**src/rtl/alu_writeback.sv**
```systemverilog
// ---------------------------------------------------------------------------
// alu_writeback
//
// Result write-back stage that sits directly after the 32-bit ALU. Each
// accepted ALU issue is held for one cycle in a pending register. On the
// following edge the registered ALU result z is aligned with it, the
// architectural HI/LO registers are updated, and the produced words go into
// a small circular FIFO. The FIFO drains onto the datapath bus through a
// valid/ready handshake.
//
// Opcode classes:
//   single-word (push LO)         : add sub and or neg not shl shr rol ror
//   double-word (push LO then HI) : mul div
//   everything else               : no push, HI/LO unchanged
//
// Ports:
//   clk        in   rising-edge clock, shared with the ALU
//   clr_n      in   asynchronous active-low reset
//   issue      in   ALU operation launched this cycle with select
//   select     in   ALU opcode (4 bits)
//   z          in   ALU result {HI,LO}, valid the cycle after issue
//   busy       out  issue not accepted this cycle
//   hi_q       out  architectural HI
//   lo_q       out  architectural LO
//   out_valid  out  FIFO head valid
//   out_ready  in   consumer accepts head
//   out_data   out  FIFO head word (0 while empty)
//   out_hi     out  head word came from HI (0 = LO)
//   count      out  FIFO occupancy (AW+1 bits)
//   ovf        out  sticky: issue attempted while busy
//   out_par    out  even parity of out_data (ALU_WB_PARITY_EN only)
//
// Configuration macro:
//   ALU_WB_PARITY_EN - adds out_par. Parity is computed at push time and
//                      stored with each FIFO entry (34-bit entries instead
//                      of 33-bit entries).
// ---------------------------------------------------------------------------
module alu_writeback #(
    parameter int unsigned DEPTH = 4,
    parameter int unsigned AW    = 2
) (
    input  logic          clk,
    input  logic          clr_n,
    input  logic          issue,
    input  logic [3:0]    select,
    input  logic [63:0]   z,
    output logic          busy,
    output logic [31:0]   hi_q,
    output logic [31:0]   lo_q,
    output logic          out_valid,
    input  logic          out_ready,
    output logic [31:0]   out_data,
    output logic          out_hi,
    output logic [AW:0]   count,
    output logic          ovf
`ifdef ALU_WB_PARITY_EN
    ,
    output logic          out_par
`endif
);

`ifdef ALU_WB_PARITY_EN
    localparam int unsigned FW = 34;
`else
    localparam int unsigned FW = 33;
`endif

    // Accept only while at least two slots stay free after the words already
    // owed to the pending op, so whatever is accepted is guaranteed to fit.
    localparam logic [AW+1:0] BUSY_LIMIT = (AW+2)'(DEPTH - 2);
    localparam logic [AW-1:0] PTR_ONE    = AW'(1);

    // Number of FIFO words an opcode produces.
    function automatic logic [1:0] words_of(input logic [3:0] op);
        logic [1:0] n;
        case (op)
            4'b0011, 4'b0101:                                  n = 2'd2;
            4'b0001, 4'b0010, 4'b0110, 4'b0111, 4'b1000,
            4'b1010, 4'b1100, 4'b1101, 4'b1110, 4'b1111:       n = 2'd1;
            default:                                           n = 2'd0;
        endcase
        return n;
    endfunction

    // FIFO entry layout: {[parity,] hi_flag, data}.
    function automatic logic [FW-1:0] make_entry(input logic hi_flag,
                                                 input logic [31:0] data);
`ifdef ALU_WB_PARITY_EN
        return {^data, hi_flag, data};
`else
        return {hi_flag, data};
`endif
    endfunction

    logic                r_pend_v;
    logic [3:0]          r_pend_sel;
    logic [31:0]         r_hi;
    logic [31:0]         r_lo;
    logic [AW-1:0]       r_wr_ptr;
    logic [AW-1:0]       r_rd_ptr;
    logic [AW:0]         r_count;
    logic                r_ovf;
    logic [FW-1:0]       r_mem [DEPTH];

    logic [1:0]          w_pend_words;
    logic [AW+1:0]       w_used;
    logic                w_busy;
    logic                w_accept;
    logic                w_valid;
    logic                w_pop;
    logic [AW-1:0]       w_wr_ptr_nxt;
    logic [AW:0]         w_count_d;
    logic [FW-1:0]       w_head;

    assign w_pend_words = r_pend_v ? words_of(r_pend_sel) : 2'd0;
    assign w_used       = {1'b0, r_count} + {{AW{1'b0}}, w_pend_words};
    assign w_busy       = (w_used > BUSY_LIMIT);
    assign w_accept     = issue & ~w_busy;
    assign w_valid      = (r_count != '0);
    // Pop only a head that was already visible; a word pushed this cycle
    // becomes poppable next cycle.
    assign w_pop        = w_valid & out_ready;
    assign w_wr_ptr_nxt = r_wr_ptr + PTR_ONE;
    assign w_count_d    = r_count + (AW+1)'(w_pend_words) - (AW+1)'(w_pop);
    assign w_head       = r_mem[r_rd_ptr];

    // Storage array carries no reset; stale entries are never exposed
    // because the head is gated by out_valid.
    always_ff @(posedge clk) begin
        if (w_pend_words != 2'd0) begin
            r_mem[r_wr_ptr] <= make_entry(1'b0, z[31:0]);
        end
        if (w_pend_words == 2'd2) begin
            r_mem[w_wr_ptr_nxt] <= make_entry(1'b1, z[63:32]);
        end
    end

    always_ff @(posedge clk or negedge clr_n) begin
        if (!clr_n) begin
            r_pend_v   <= 1'b0;
            r_pend_sel <= 4'd0;
            r_hi       <= 32'd0;
            r_lo       <= 32'd0;
            r_wr_ptr   <= '0;
            r_rd_ptr   <= '0;
            r_count    <= '0;
            r_ovf      <= 1'b0;
        end else begin
            r_pend_v   <= w_accept;
            r_pend_sel <= select;
            if (w_pend_words != 2'd0) begin
                r_lo <= z[31:0];
            end
            if (w_pend_words == 2'd2) begin
                r_hi <= z[63:32];
            end
            // Pointer wraps naturally since DEPTH is a power of two.
            r_wr_ptr <= r_wr_ptr + AW'(w_pend_words);
            if (w_pop) begin
                r_rd_ptr <= r_rd_ptr + PTR_ONE;
            end
            r_count <= w_count_d;
            if (issue && w_busy) begin
                r_ovf <= 1'b1;
            end
        end
    end

    assign busy      = w_busy;
    assign hi_q      = r_hi;
    assign lo_q      = r_lo;
    assign count     = r_count;
    assign ovf       = r_ovf;
    assign out_valid = w_valid;
    assign out_data  = w_valid ? w_head[31:0] : 32'd0;
    assign out_hi    = w_valid ? w_head[32]   : 1'b0;
`ifdef ALU_WB_PARITY_EN
    assign out_par   = w_valid ? w_head[33]   : 1'b0;
`endif

endmodule

```
**config.mk**
```make
export PLATFORM = sky130hd
export DESIGN_NAME = alu_writeback
export DESIGN_NICKNAME = d
export VERILOG_FILES = /design/src/rtl/alu_writeback.sv
export SDC_FILE = /design/constraint.sdc
export NUM_CORES = 1
export LEC_CHECK = 0
export CORE_AREA = 2 2 141 143
export DETAILED_ROUTE_END_ITERATION = 8
export DIE_AREA = 0 0 143 145
export PLACE_DENSITY = 0.84
export SYNTH_ARGS = -nofsm -noshare
export SYNTH_HDL_FRONTEND = slang
export SYNTH_SLANG_ARGS = --single-unit
```
**constraint.sdc**
```tcl
create_clock -name clk -period 10.2 [get_ports clk]
set_input_delay 2.04 -clock clk [delete_from_list [all_inputs] [get_ports clk]]
set_output_delay 2.04 -clock clk [all_outputs]
set_load 0.03 [all_outputs]
```
After elaboration in Yosys (flattened, before gate mapping)
Memories as Yosys holds them, arrays and structs flattened.
Index checks and enable logic that the tools add are counted.
{ "totals": {"mem_bits_ro": 32, "register_bits": 77, "n_memories": 2, "latchBits": 0, "in_bits": 72, "ramBits": 132} }
{ "mem_list": {"columns": ["memory", "words", "width", "rd", "rd_ports_with_merged_regs", "wr", "line", "text"], "rows": [
  ["r_mem", 4, 33, 1, 0, 2, "103", "logic [FW-1:0] r_mem [DEPTH];"],
  ["(name not given)", 16, 2, 1, 0, 0, "76", "case (op)"]
]} }
{ "op_classes": {"n_div": 0, "muxes": 7, "n_eq_ne": 1, "n_reduce_logical": 3, "mul": 0, "bitwise_logic": 3, "n_shift": 0, "order_cmp": 1, "n_addsub": 6} }
{ "op_table": {"columns": ["operator", "count"], "rows": [
  ["$mux 32", 1],
  ["$mux 1", 5],
  ["$add 2x1->2 const B", 2],
  ["$add 3x2->4", 1],
  ["$gt 4x2->1 const B", 1],
  ["$add 3x2->3", 1],
  ["$reduce_bool 3->1", 1],
  ["$sub 3x1->3", 1],
  ["$add 2x2->2", 1],
  ["$and 1x1->1", 2],
  ["$eq 2x2->1 const B", 1],
  ["$mux 2", 1],
  ["$reduce_bool 2->1", 1],
  ["$logic_and 1x1->1", 1],
  ["$not 1->1", 1]
]} }

Logic depth before layout (Yosys ltp)
An unclocked memory read counts as a cell.
{ "depth": {"word_depth": 6, "mapped_depth": 12} }

Least setup slack after synthesis
No wires, ideal clock.
{ "synth_path": {"path_type": "register -> output", "start": "reg r_pend_sel[0]", "end": "out busy", "arrival_time_ns": 2.915, "path_stages_with_launch": 10, "setup_slack_ns": 5.245, "required_time_ns": 8.160, "path_cell_list": "dfrtp_1 ha_1 mux2i_1 o211a_2 clkbuf_1 clkbuf_1 ha_1 fa_1 and3_1 o21ai_0"} }
{ "synth_between": {"elab_chain_cells": 4} }
{ "synth_lines": {"columns": ["element", "line", "text"], "rows": [
  ["from (decl)", "96", "logic [3:0] r_pend_sel;"],
  ["from (signal assigned)", "150", "r_pend_sel <= select;"],
  ["$mem_v2 16x2", null, null],
  ["$mux 2", "115", "assign w_pend_words = r_pend_v ? words_of(r_pend_sel) : 2'd0;"],
  ["$add 3x2->4", "116", "assign w_used = {1'b0, r_count} + {{AW{1'b0}}, w_pend_words};"],
  ["$gt 4x2->1", "117", "assign w_busy = (w_used > BUSY_LIMIT);"],
  ["to (decl)", "47", "output logic busy,"]
]} }
No other way between the ends.

Worst setup path after layout
Same ends and word-level chain as after synthesis.

==> flow_metrics.py <==
metrics = {
    "clock_network": {
        "cts_tree": "done",
        "post_cts_resized": 0,
        "clk_pin_slew_ns": 0.06,
        "root_buffer": "clkbuf_16",
        "holdBufCountCts": 0,
        "clk_path_buf_depth": 3,
        "insertion_delay_ns": 0.51,
        "htree_levels": 1,
        "cts_setup_buffers": 0,
        "numCtsBuffers": 22,
        "cts_sinks": 209,
    },
    "pwr": {
        "seqPwrFrac": 0.313,
        "internal_power_uw": 2380,
        "p_leak_uw": 0.00457,
        "peakVddDrop_uv": 210,
        "power_density_mw_per_mm2": 326,
        "combPwrFrac": 0.507,
        "power_frac_clock": 0.180,
        "p_sw_uw": 1790,
        "swShare": 0.429,
    },
    "floorplan": {
        "start_util": 0.538,
        "die_w_um": 143,
        "rows": 51,
        "die_h_um": 145,
        "ios": 175,
        "die_area_mm2": 0.0207,
        "core_area_mm2": 0.0192,
    },
    "sta": {
        "setup_tns_ns": 0,
        "hold_viol_final": 0,
        "period_needed_ns": 5.65,
        "max_slew_margin": 0.267,
        "post-route-period-util": 0.554,
        "setup_viol": 0,
        "slew_viol_final": 0,
        "worst_slack_ns": 4.55,
        "tightest_slew_ns": 1.10,
        "rsz0062_at_grt": "false",
        "fmax_mhz": 177,
        "finClkSkew_ns": 0.0124,
        "fin_hold_ws_ns": 0.457,
    },
    "placement": {
        "pre_cts_slack_ns": 5.07,
        "place_inst": 1206,
        "gp_congestion": 0.764,
        "port_buffers": 174,
        "dpl.hpwl_mm": 16.0,
    },
    "logic_synthesis": {
        "muxShareOfSynthArea": 0.0750,
        "synth-seq-area-share": 0.566,
        "ys_top_cells_by_area": "edfxtp_1 (37%), dfrtp_1 (19%), o32ai_2 (9.4%), mux4_2 (7.2%), nand2_1 (4.8%)",
        "syn_area_mm2": 0.0103,
        "synthXorXnorAreaFrac": 0.00509,
        "synth.top_cell.area_share": 0.372,
        "yosysWarnings": 0,
        "synth_nets": 924,
        "synth_top_family_by_area": "compound AO/OA/AOI/OAI gates",
        "yosys.area_share.simple": 0.109,
        "synth_compound_area_frac": 0.178,
        "netlist-cell-type-count": 39,
        "yosys.area.top_type": "edfxtp_1",
        "avgSynthCellArea_um2": 12.3,
        "syn-instance-count": 842,
        "ys_seq_elements": 209,
        "synthAdderAreaFrac": 0.0136,
    },
    "finish": {
        "drive_gt1_frac": 0.154,
        "finalNonFillerCells": 1246,
        "nets": 1047,
        "antenna_cells": 0,
        "syn_to_final_growth_pct": 24.0,
    },
    "run_status": {
        "status": "complete, no violations",
    },
    "setup_path": {
        "start_kind": "register",
        "crit_required_ns": 8.16,
        "crit_arrival_ns": 3.61,
        "worstSetupPathType": "register to output port",
        "cp-end-kind": "output port",
        "crit_fanout": 68,
    },
    "drt": {
        "vias": 7760,
        "antenna_left": 0,
        "post_drt_wl_per_cell_um": 22.4,
        "routed_wl_mm": 27.9,
        "via_per_inst": 6.23,
        "drcViolationCount": 0,
        "first_pass_iters": 5,
        "drtIter0Drc": 791,
    },
    "global_routing": {
        "overflow": 0,
        "grt_max_degree": 78,
        "grtUsageTotal": 0.270,
        "antenna_found_initial": 0,
        "grt_first_pass_wirelength_mm": 43.4,
        "grt_pass1_vias": 7861,
    },
    "worst_hold_path": {
        "hold_class": "register to register",
    },
    "run": {
        "cap_violations": 0,
    },
}
==> worst max-delay path, stage by stage (launching register included) <==
cell and delay, ns:
dfrtp_1 0.40, ha_1 0.20, mux2_2 0.26, nand3b_1 0.12, buf_4 0.61, ha_1 0.24, a21oi_1 0.06, and3_1 0.18
o21ai_0 0.30, clkdlybuf4s50_1 0.74
==> worst paths after layout <==
| path | startpoint | to | slack (ns) | cells after the start |
|---|---|---|---|---|
| setup / recovery | r_pend_sel[0] | busy | 4.55 | 9 |
| hold / removal | ovf | ovf | 0.46 | 1 |
| setup reg to reg | r_pend_sel[1] | r_mem[2][9] | 6.10 | 10 |
| hold reg to reg | ovf | ovf | 0.46 | 1 |
| max in group asynchronous | clr_n | r_rd_ptr[0] | 7.78 | 1 |
| min in group asynchronous | clr_n | count[2] | 1.71 | 1 |
==> layer usage <==
metal | vias up | track usage | part of all wire
met4 | 0 | 0.0906 | 0.024
met3 | 63 | 0.0396 | 0.092
met1 | 3817 | 0.372 | 0.39
met2 | 453 | 0.441 | 0.49
li1 | 3427 | - | -
met5 | - | 0 | 0
==> cell type report <==
type | instances | area, um^2
clock buffers | 33 | 633
clock inverters | 7 | 32.5
fillers | 1356 | 6390
inverters | 41 | 154
multi-input cells | 507 | 4000
flip-flops and latches | 209 | 5850
well taps | 265 | 332
repair buffers | 184 | 1810
==> state kept, by name, indices dropped and copies added (netlist names) <==
register,count
r_rd_ptr,2
r_pend_sel,4
count,3
r_mem,132
lo_q,32
ovf,1
r_pend_v,1
r_wr_ptr,2
hi_q,32
==> cells by family (layout without fill, tap and decap cells) <==
logic type,count (synthesis),count (layout)
AO/OA/AOI/OAI,208,208
flip-flops,209,209
adder cells (fa/ha/maj),10,10
buffers and inverters,126,265
multiplexers,36,36
AND/OR/NAND/NOR,247,247
XOR/XNOR,6,6
==> layout by cell type, fill, tap and decap left out, types with 4 or more instances in the layout <==
cell	instances
clkdlybuf4s50_1	173
nand2_1	131
edfxtp_1	128
dfrtp_1	74
nand3_1	66
o21ai_0	64
o22ai_1	64
o32ai_2	60
inv_1	38
and2_1	34
mux4_2	33
clkbuf_16	23
buf_4	11
ha_1	8
clkbuf_1	8
xnor2_1	5
o21ai_1	5
clkinv_1	5
o32ai_1	4
dfxtp_1	4
==> metrics by stage <==
| step | instance area [um^2] | total power (uW) | utilization |
|---|---|---|---|
| final | 12800 | 4170 | 0.667 |
| after global routing | 12800 | 4350 | 0.667 |
| after CTS | 12800 | 4180 | 0.667 |
| after detailed placement | 12200 | 3420 | 0.633 |
| after global placement | 12200 | 3390 | 0.633 |
| after floorplan | 10300 | 2620 | - |
==> synthesized netlist by cell type, drive strengths merged <==
| cell type | n |
|---|---|
| a21oi | 1 |
| o211ai | 2 |
| and2 | 35 |
| nor2 | 5 |
| nand2 | 133 |
| o211a | 1 |
| mux2i | 2 |
| o32ai | 64 |
| o22ai | 66 |
| xor2 | 1 |
| a31oi | 2 |
| o21ai | 69 |
| xnor2 | 5 |
| ha | 8 |
| a21o | 1 |
| o2bb2ai | 2 |
| nand2b | 1 |
| clkbuf | 54 |
| nand3b | 1 |
| mux2 | 1 |
| and3 | 1 |
| fa | 2 |
| or3b | 1 |
| dfrtp | 77 |
| or3 | 2 |
| buf | 31 |
| nor2b | 1 |
| or2 | 1 |
| dfxtp | 4 |
| nand3 | 66 |
| mux4 | 33 |
| inv | 41 |
| edfxtp | 128 |
==> power by group through the flow <==
stage | logic, uW | clock network, uW | registers (uW)
after global routing | 2230 | 789 | 1340
after floorplan | 1110 | 0 | 1510
after global placement | 2070 | 0 | 1310
after detailed placement | 2100 | 0 | 1320
final | 2110 | 751 | 1310
after CTS | 2110 | 754 | 1310
Note: power is estimated with default switching activity, not from simulation.
==> RTL change (same settings) <==
Register the output `count` once more; this adds one clock of latency there. The other outputs are not delayed to match.
--- a/src/rtl/alu_writeback.sv
+++ b/src/rtl/alu_writeback.sv
@@ -171,3 +171,5 @@
     assign lo_q      = r_lo;
-    assign count     = r_count;
+    always_ff @(posedge clk) begin
+        count <= r_count;
+    end
     assign ovf       = r_ovf;
Formal check against the unedited RTL: not equivalent (a bounded check fails within 4 cycles, from zero or initial values).
==> RTL change against the original RTL <==
Synthesized area grew 0.58%; routed wire length is 2.0% higher; sequential cell count up 3; worst setup slack lost 0.40 ns; cell count unchanged; clock skew grew 0.0033 ns; final area increased by 0.40%; utilization up 0.27 points; count of clock-buffer cells in the layout decreased by 6; total power increased by 0.85%; highest routed layer unchanged.
==> RTL change: results (changes against the original RTL) <==
| Metric | Value |
|---|---|
| GP Congestion | `0.7737 (was 0.7638)` |
| Hold Crit Class | `flip-flop to flip-flop (unchanged)` |
| Most flop-heavy register | `r_mem (unchanged)` |
| Outcome | `finished clean (unchanged)` |
| Internal power | `2.399 mW (was 2.383 mW)` |
| Routed wire length | `28.46 mm (was 27.91 mm)` |
| Cell depth of the worst flop-to-flop path | `10 (unchanged)` |
| Reg2reg end | `r_mem[2][13] (was r_mem[2][9])` |
| Critical Path Fanout Max | `73 (was 68)` |
| VDD IR max | `0.2212 mV (was 0.2100 mV)` |
| Vias in the first global route | `7967 (was 7861)` |
| Yosys cell types | `39 (unchanged)` |
| Post-CTS Setup Bufs | `0 (unchanged)` |
| CP arrival | `4.01 ns (was 3.61 ns)` |
| Reg clk slew, reported paths | `0.06 ns (about the same)` |
| Reg-to-reg slack, setup | `5.49 ns (was 6.10 ns)` |
| Top cells by area, synth | `edfxtp_1 37%, dfrtp_1 19%, o32ai_2 9.4% (unchanged)` |
| DRT Pass-1 Iters | `5 (unchanged)` |
| DP Wirelength | `16.42 mm (was 15.98 mm)` |
| Worst r2r src | `r_pend_sel[0] (was r_pend_sel[1])` |
| Largest net degree at the start of global routing | `78 (unchanged)` |
| Pleak | `4.592 nW (was 4.567 nW)` |
| Antenna violations before repair | `0 (unchanged)` |
| Clk buf depth | `3 (unchanged)` |
| Clock root buffer | `clkbuf_16 (unchanged)` |
| PostCTS Resize Cnt | `0 (unchanged)` |
| Layout Nets | `1049 (was 1047)` |
| First-pass GRT wire length | `44.08 mm (was 43.44 mm)` |
| CTS Buf Count | `21 (was 22)` |
| # diodes | `0 (unchanged)` |
| Ratio of cells with drive above 1 in the final layout | `0.1600 (was 0.1539)` |
| Iteration-0 DRC Markers | `791 (unchanged)` |
| Hold path cells | `0 (was 1)` |
| H-Tree Depth | `1 (unchanged)` |
| Clock skew | `0.01566 ns (was 0.01240 ns)` |
| EDFF count, synth | `128 (unchanged)` |
| Clk_lat worst skew | `approximately 0.50 ns` |
| Max transition margin | `0.2347 (was 0.2674)` |
| Synth cell count leaders | `133 x nand2_1, 128 x edfxtp_1, 77 x dfrtp_1 (unchanged)` |
| FILL cells | `1342 (was 1356)` |
| Routed via count | `7892 (was 7760)` |
| Syn_nets | `927 (was 924)` |
| Yosys warning count | `0 (unchanged)` |
| Async set-reset flop share out of synthesis | `0.3632 (was 0.3684)` |
| I/O Buffers | `174 (unchanged)` |
| Hold Path Origin | `r_count[0] (was ovf)` |
| Worst Hold End | `count[0] (was ovf)` |
| Sequential-to-total area share from yosys stat | `0.5687 (was 0.5662)` |
| Largest register FFs | `132 (unchanged)` |
| All-Layer GR Usage | `0.2737 (was 0.2698)` |
## RTL change: worst max path at each step
stage                  start  endpoint  slack, ns  cells after the start
2_1_floorplan  r_pend_sel[0]      busy       5.25                      9
3_3_place_gp   r_pend_sel[1]      busy       4.81                     12
3_5_place_dp   r_pend_sel[1]      busy       4.70                     12
4_1_cts        r_pend_sel[1]      busy       4.17                     12
5_1_grt        r_pend_sel[1]      busy       3.98                     12
6_report       r_pend_sel[1]      busy       4.15                     12
## RTL change: per-layer routing
| layer | vias to the layer above | track usage | wire [um] |
|---|---|---|---|
| li1 | 3434 | - | - |
| met1 | 3857 | 0.3763 | 11030 |
| met2 | 536 | 0.4440 | 14020 |
| met3 | 65 | 0.04191 | 2659 |
| met4 | 0 | 0.09851 | 753 |
| met5 | - | 0 | 0 |
## RTL change: critical path, stage by stage, from the launching register on
cell	delay (ns)
dfrtp_1	0.40
inv_1	0.07
ha_1	0.14
mux2_2	0.14
nand3b_1	0.08
buf_4	0.37
inv_2	0.15
buf_4	0.63
ha_1	0.28
a21oi_1	0.05
and3_1	0.17
o21ai_0	0.29
clkdlybuf4s50_1	0.74
## RTL change: power by group through the flow
| stage | clock [mW] | sequential, mW | combinational (mW) |
|---|---|---|---|
| floorplan | 0 | 1.53 | 1.11 |
| global placement | 0 | 1.33 | 2.09 |
| detailed placement | 0 | 1.34 | 2.12 |
| CTS | 0.748 | 1.32 | 2.13 |
| global route | 0.782 | 1.35 | 2.24 |
| finish | 0.747 | 1.32 | 2.14 |
## RTL change: area by class of cell
type	instances	area (um2)	area share
well taps	265	331.6	0.02577
clock inverters	10	78.83	0.006126
inverters	41	153.9	0.01196
multi-input cells	507	3996	0.3106
flip-flops and latches	212	5914	0.4596
clock buffers	27	578.1	0.04492
repair buffers	184	1814	0.1410
## RTL change: logic make-up (layout without fill, tap and decap cells)
group | after synthesis | count (layout) | synth area share
xor+xnor | 6 | 6 | 0.005057
compound gates | 208 | 208 | 0.1767
simple gates | 247 | 247 | 0.1079
flops | 212 | 212 | 0.5687
buf+inv | 126 | 262 | 0.05358
mux | 36 | 36 | 0.07452
fa+ha+maj | 10 | 10 | 0.01348
## RTL change: metrics by stage
step,instances,worst slack [ns],hold WS [ns],cell area (um2)
floorplan,845,5.245,0.3919,10390
global route,1246,3.978,0.4534,12870
global placement,1209,4.807,0.4262,12210
CTS,1246,4.175,0.4421,12870
detailed placement,1209,4.703,0.4273,12210
finish,1246,4.152,0.4396,12870
